--- src/rtl/ps2_key_rx.sv ---
// PS/2 keyboard receiver: synchronises and filters the raw lines, deserialises
// device-to-host frames and turns Set-2 make/break codes into toggle-strobed
// ps2_key events. Define PS2_KEY_RX_ERRCNT_EN to add the err_cnt error counter.
//
// state  | meaning
// -------+-----------------------------------------------------------
// S_IDLE | waiting for a start edge (data low on a clock falling edge)
// S_DATA | shifting in the 8 data bits, LSB first
// S_PARITY | capturing the odd-parity bit
// S_STOP | checking the stop bit and parity, handing the byte to decode
module ps2_key_rx #(
  parameter int FILTER_LEN  = 8,
  parameter int TIMEOUT_CYC = 6400
) (
  input  logic        clk,
  input  logic        reset_n,
  input  logic        ps2_clk,
  input  logic        ps2_data,
  output logic [10:0] ps2_key
`ifdef PS2_KEY_RX_ERRCNT_EN
  ,
  output logic [7:0]  err_cnt
`endif
);

  localparam int TO_W = $clog2(TIMEOUT_CYC + 1);

  typedef enum logic [1:0] {
    S_IDLE,
    S_DATA,
    S_PARITY,
    S_STOP
  } state_t;

  logic [1:0]      clk_sync;
  logic [1:0]      data_sync;
  logic            clk_filt;
  logic            data_filt;
  logic            clk_filt_d;
  logic [7:0]      clk_fcnt;
  logic [7:0]      data_fcnt;
  logic            fall;

  state_t          state, state_nxt;
  logic [2:0]      bit_cnt, bit_cnt_nxt;
  logic [7:0]      shift, shift_nxt;
  logic            par_bit, par_nxt;
  logic [TO_W-1:0] to_cnt, to_cnt_nxt;
  logic            to_hit;
  logic            byte_ok;
  logic            frame_err;

  logic            ext;
  logic            brk;
  logic [2:0]      skip;

  always_ff @(posedge clk or negedge reset_n) begin
    if (!reset_n) begin
      clk_sync  <= 2'b11;
      data_sync <= 2'b11;
    end else begin
      clk_sync  <= {clk_sync[0], ps2_clk};
      data_sync <= {data_sync[0], ps2_data};
    end
  end

  // A level must differ from the filtered value for FILTER_LEN cycles in a row.
  always_ff @(posedge clk or negedge reset_n) begin
    if (!reset_n) begin
      clk_filt <= 1'b1;
      clk_fcnt <= '0;
    end else if (clk_sync[1] == clk_filt) begin
      clk_fcnt <= '0;
    end else if (clk_fcnt == 8'(FILTER_LEN - 1)) begin
      clk_filt <= clk_sync[1];
      clk_fcnt <= '0;
    end else begin
      clk_fcnt <= clk_fcnt + 8'd1;
    end
  end

  always_ff @(posedge clk or negedge reset_n) begin
    if (!reset_n) begin
      data_filt <= 1'b1;
      data_fcnt <= '0;
    end else if (data_sync[1] == data_filt) begin
      data_fcnt <= '0;
    end else if (data_fcnt == 8'(FILTER_LEN - 1)) begin
      data_filt <= data_sync[1];
      data_fcnt <= '0;
    end else begin
      data_fcnt <= data_fcnt + 8'd1;
    end
  end

  always_ff @(posedge clk or negedge reset_n) begin
    if (!reset_n) clk_filt_d <= 1'b1;
    else          clk_filt_d <= clk_filt;
  end

  assign fall   = clk_filt_d & ~clk_filt;
  assign to_hit = (state != S_IDLE) && !fall && (to_cnt == TO_W'(TIMEOUT_CYC));

  always_ff @(posedge clk or negedge reset_n) begin
    if (!reset_n) begin
      state   <= S_IDLE;
      bit_cnt <= '0;
      shift   <= '0;
      par_bit <= 1'b0;
      to_cnt  <= '0;
    end else begin
      state   <= state_nxt;
      bit_cnt <= bit_cnt_nxt;
      shift   <= shift_nxt;
      par_bit <= par_nxt;
      to_cnt  <= to_cnt_nxt;
    end
  end

  always_comb begin
    state_nxt   = state;
    bit_cnt_nxt = bit_cnt;
    shift_nxt   = shift;
    par_nxt     = par_bit;
    byte_ok     = 1'b0;
    frame_err   = 1'b0;
    if (state == S_IDLE || fall) to_cnt_nxt = '0;
    else                         to_cnt_nxt = to_cnt + TO_W'(1);

    case (state)
      S_IDLE: begin
        if (fall && !data_filt) begin
          state_nxt   = S_DATA;
          bit_cnt_nxt = '0;
        end
      end
      S_DATA: begin
        if (fall) begin
          shift_nxt = {data_filt, shift[7:1]};
          if (bit_cnt == 3'd7) state_nxt = S_PARITY;
          else                 bit_cnt_nxt = bit_cnt + 3'd1;
        end
      end
      S_PARITY: begin
        if (fall) begin
          par_nxt   = data_filt;
          state_nxt = S_STOP;
        end
      end
      S_STOP: begin
        if (fall) begin
          state_nxt = S_IDLE;
          if (data_filt && (^{shift, par_bit})) byte_ok   = 1'b1;
          else                                  frame_err = 1'b1;
        end
      end
      default: state_nxt = S_IDLE;
    endcase

    // Stalled frame: drop the partial byte, leave the prefix flags alone.
    if (to_hit) begin
      state_nxt  = S_IDLE;
      to_cnt_nxt = '0;
    end
  end

  always_ff @(posedge clk or negedge reset_n) begin
    if (!reset_n) begin
      ps2_key <= '0;
      ext     <= 1'b0;
      brk     <= 1'b0;
      skip    <= '0;
    end else if (frame_err) begin
      ext  <= 1'b0;
      brk  <= 1'b0;
      skip <= '0;
    end else if (byte_ok) begin
      if (skip != 3'd0) begin
        skip <= skip - 3'd1;
      end else begin
        case (shift)
          8'hE1: begin
            skip <= 3'd7;
            ext  <= 1'b0;
            brk  <= 1'b0;
          end
          8'hE0: ext <= 1'b1;
          8'hF0: brk <= 1'b1;
          8'hAA, 8'hFA, 8'hEE, 8'hFE, 8'h00, 8'hFF: begin
            ext <= 1'b0;
            brk <= 1'b0;
          end
          default: begin
            ps2_key <= {~ps2_key[10], ~brk, ext, shift};
            ext     <= 1'b0;
            brk     <= 1'b0;
          end
        endcase
      end
    end
  end

`ifdef PS2_KEY_RX_ERRCNT_EN
  // Parity/framing errors and timeouts are mutually exclusive in a cycle.
  always_ff @(posedge clk or negedge reset_n) begin
    if (!reset_n)                               err_cnt <= '0;
    else if ((frame_err || to_hit) && err_cnt != 8'hFF) err_cnt <= err_cnt + 8'd1;
  end
`endif

endmodule

--- config.mk ---
export PLATFORM = sky130hd
export DESIGN_NAME = ps2_key_rx
export DESIGN_NICKNAME = d
export VERILOG_FILES = /design/src/rtl/ps2_key_rx.sv
export SDC_FILE = /design/constraint.sdc
export NUM_CORES = 1
export LEC_CHECK = 0
export BUFFER_PORTS_ARGS = -buffer_cell sky130_fd_sc_hd__buf_2
export CAP_MARGIN = 20
export CORE_UTILIZATION = 59
export CTS_CLUSTER_SIZE = 25
export DETAILED_ROUTE_END_ITERATION = 8
export HOLD_SLACK_MARGIN = 0.02
export PLACE_DENSITY = 0.77
export SLEW_MARGIN = 30
export SYNTH_ARGS = -nofsm -noshare
export SYNTH_HDL_FRONTEND = slang
export SYNTH_SLANG_ARGS = --single-unit
export TNS_END_PERCENT = 5
--- constraint.sdc ---
create_clock -name clk -period 3.3 [get_ports clk]
set_clock_uncertainty 0.2 [all_clocks]
set_input_delay 0.33 -clock clk [delete_from_list [all_inputs] [get_ports clk]]
set_output_delay 0.33 -clock clk [all_outputs]
set_load 0.02 [all_outputs]
==> results.md <==
- Status: finished, final reports clean
- Full die area: 5800 sq um
- I/O Buffers: 14
- Post-Route Setup TNS: 0 ns
- Layout cells sized above 1: 17.6%
- CTS tree: built
- Antenna-violating nets left: 0
- RSZ-0062 raised after global routing: false
- Flops & latches, synth: 66
- Placed inst area: 3380 sq um
- Top cells by area, synth: dfrtp_1 46%, dfstp_2 5.7%, ha_1 5.0%
- Worst Max-Slew Pin Slew: 0.724 ns
- Initial antenna violation count: 0
- Post-synthesis mux area share: 8.87%
- Simple-gate share of the synthesized area: between 10% and 20%
- DRC viols: 0
- Minimum clock period: between 2 and 2.5 ns
- Post-synthesis sequential area ratio: 51.2%
- Num rows: 26
- First-pass GRT wire length: 9.50 mm
- Number of vias per cell: approximately 5.5
- Ports: 15
- Top-count cell post-synth: dfrtp_1
- Largest net degree at the start of global routing: 45
- Sink Count: 66
- Syn avg cell area: between 10 and 15 sq um
- Startpoint class of the critical path: register
- Drt wl/cell: 13.3 um
- Post-Synth XOR/XNOR Area: 8.95%
- Ant diodes: 0
- Setup CP Type: register to register
- Post-synthesis async set-or-reset flop share: 100%
- Grt ovf: 0
- Commonest cells in the netlist: 59 x dfrtp_1, 35 x nor2_1, 21 x nand2_1
- Synthesized area: 3240 sq um
- Max-Cap Viols: 0
- Htree depth: 3
- Setup bufs post-CTS: 0
- Largest family of logic cells by synthesized area: simple AND/OR/NAND/NOR gates
- Adder-cell share of the synthesized area: 5.02%
- Die Y: 76.1 um
- Worst vdd ir: 0.381 mV
- Final Max Tran Viols: 0
- Data required time at the worst endpoint: about 3.3 ns
- Final setup vio count: 0
- CP Data Arrival Time: around 2.5 ns
- Hold crit path type: register to register
- Routing usage on met3: 3.83%
- Synth Net Count: 313
- Final period util: 75.1%
- R2R Setup Slk: a little over 0.8 ns
- Share of the synthesized area in the top cell type: between 40 and 50%
- Yosys warns: 0
- Initial DRC Count: 120
- Met2 Usage GRT: approximately 33%
- Lkg Pwr: about 1.7 nW
- Max FO, Critical Path: 11
- DR vias: 2152
- All-Layer GR Usage: 21.0%
- CTS buffer count: 9
- Top Usage Layer GRT: met2
- Hold_buf cts: 3
- Width of the die: ~76 um
- Synth Area in Compound Gates: 5.79%
- CTS resizes: 0
- Ys flop type: dfrtp_1
- Post-synth EDFFs: 0
- Routed WL: 5.22 mm
- Area leader, netlist: dfrtp_1
- Fmax: slightly above 400 MHz
- Final hold violation count: 0
- Synth unique cells: 42
- Area Overhead vs Synth: 9.68%
- Root buffer cell: clkbuf_8
- GP Congestion: 0.789
- Pwr dens: 575 nW/um^2
- Worst slew margin: 51.3%
- Clk buf depth: 2
- Vias in the first global route: 2132
- Starting Density: 62.3%
- Cells after Synth: 296
- DP Wirelength: 3.66 mm
- Cell area after layout: 3560 sq um
- Placeable core area: about 5200 sq um
- Clock transition at path regs: 0.06 ns
- 1st-pass router iterations: 4
- Met1 usage: a little over a quarter
- Inst Count DP: 374
- Final net count: 335
- CP Capture Type: register
- Clk_lat worst skew: 0.34 ns
- Non-Filler Instances: 393
cells by family (layout without fill, tap and decap cells):
group           Yosys count  after routing
mux                      22             22
simple gates            114            114
flops                    66             66
fa+ha+maj                13             13
xor+xnor                 30             30
buf+inv                  19             46
compound gates           32             32
final cells by class:
cell class	count	area, sq um
clock buffers	15	146
clock inverters	1	5.00
fillers	396	1650
inverters	10	37.5
multi-input cells	211	1500
flip-flops and latches	66	1660
well taps	70	87.6
repair buffers	20	123
state kept, by name, indices dropped and copies added, names as in the netlist, 3 cells and up:
| signal | flops |
|---|---|
| data_fcnt | 8 |
| clk_fcnt | 8 |
| bit_cnt | 3 |
| shift | 8 |
| ps2_key | 11 |
| to_cnt | 13 |
| skip | 3 |
report_power, final:
part	total [W]	switching (W)	internal, W	leakage (nW)
combinational	0.000475	0.000277	0.000198	0.763
sequential	0.00102	0.000100	0.000920	0.880
clock	0.000551	0.000277	0.000273	0.0757
routing by layer:
metal / part of all wire, % / wire length (um)
met1: 48 / 2530
met2: 47 / 2440
met3: 2.8 / 146
met4: 2.1 / 108
met5: 0 / 0
worst max-delay path, cell delays in order (launching register included):
cell	delay (ns)
dfstp_2	0.53
nor2b_1	0.15
buf_4	0.17
nand2_1	0.18
nor4_1	0.37
nand3_2	0.36
mux2_4	0.40
per-stage QoR:
stage / total power [W] / hold WS, ns / setup WS (ns) / utilization (%)
2_1_floorplan: 0.00138 / -0.166 / 1.03 / -
3_3_place_gp: 0.00148 / 0.130 / 0.890 / 64.9
3_5_place_dp: 0.00151 / 0.135 / 0.830 / 64.9
4_1_cts: 0.00207 / 0.162 / 0.818 / 68.3
5_1_grt: 0.00220 / 0.163 / 0.638 / 68.3
6_report: 0.00205 / 0.159 / 0.821 / 68.3
final timing paths:
kind,from,endpoint,cells after the start
setup / recovery,clk_filt_d,ps2_key[6],6
hold / removal,clk_sync[0],clk_sync[1],0
setup reg to reg,clk_filt_d,ps2_key[6],6
hold reg to reg,clk_sync[0],clk_sync[1],0
max in group asynchronous,reset_n,data_sync[1],3
min in group asynchronous,reset_n,to_cnt[5],3
layout by cell type (no fill, tap or decap), types with 3 or more instances in the layout:
cell	n
buf_4	3
clkbuf_8	9
nor3_1	6
clkbuf_1	6
nor2b_1	3
nand2_1	21
nor4_1	6
nand3_1	15
xor2_1	18
a21oi_1	11
dfrtp_1	59
nand4_1	3
dfstp_2	7
inv_1	10
and2_1	4
nor2_1	35
buf_2	14
and3_1	8
dlygate4sd3_1	3
o21ai_0	11
nand2b_1	3
ha_1	13
xnor2_1	10
mux2_4	8
mux2_2	12
Power figures use the tool's default switching activity.
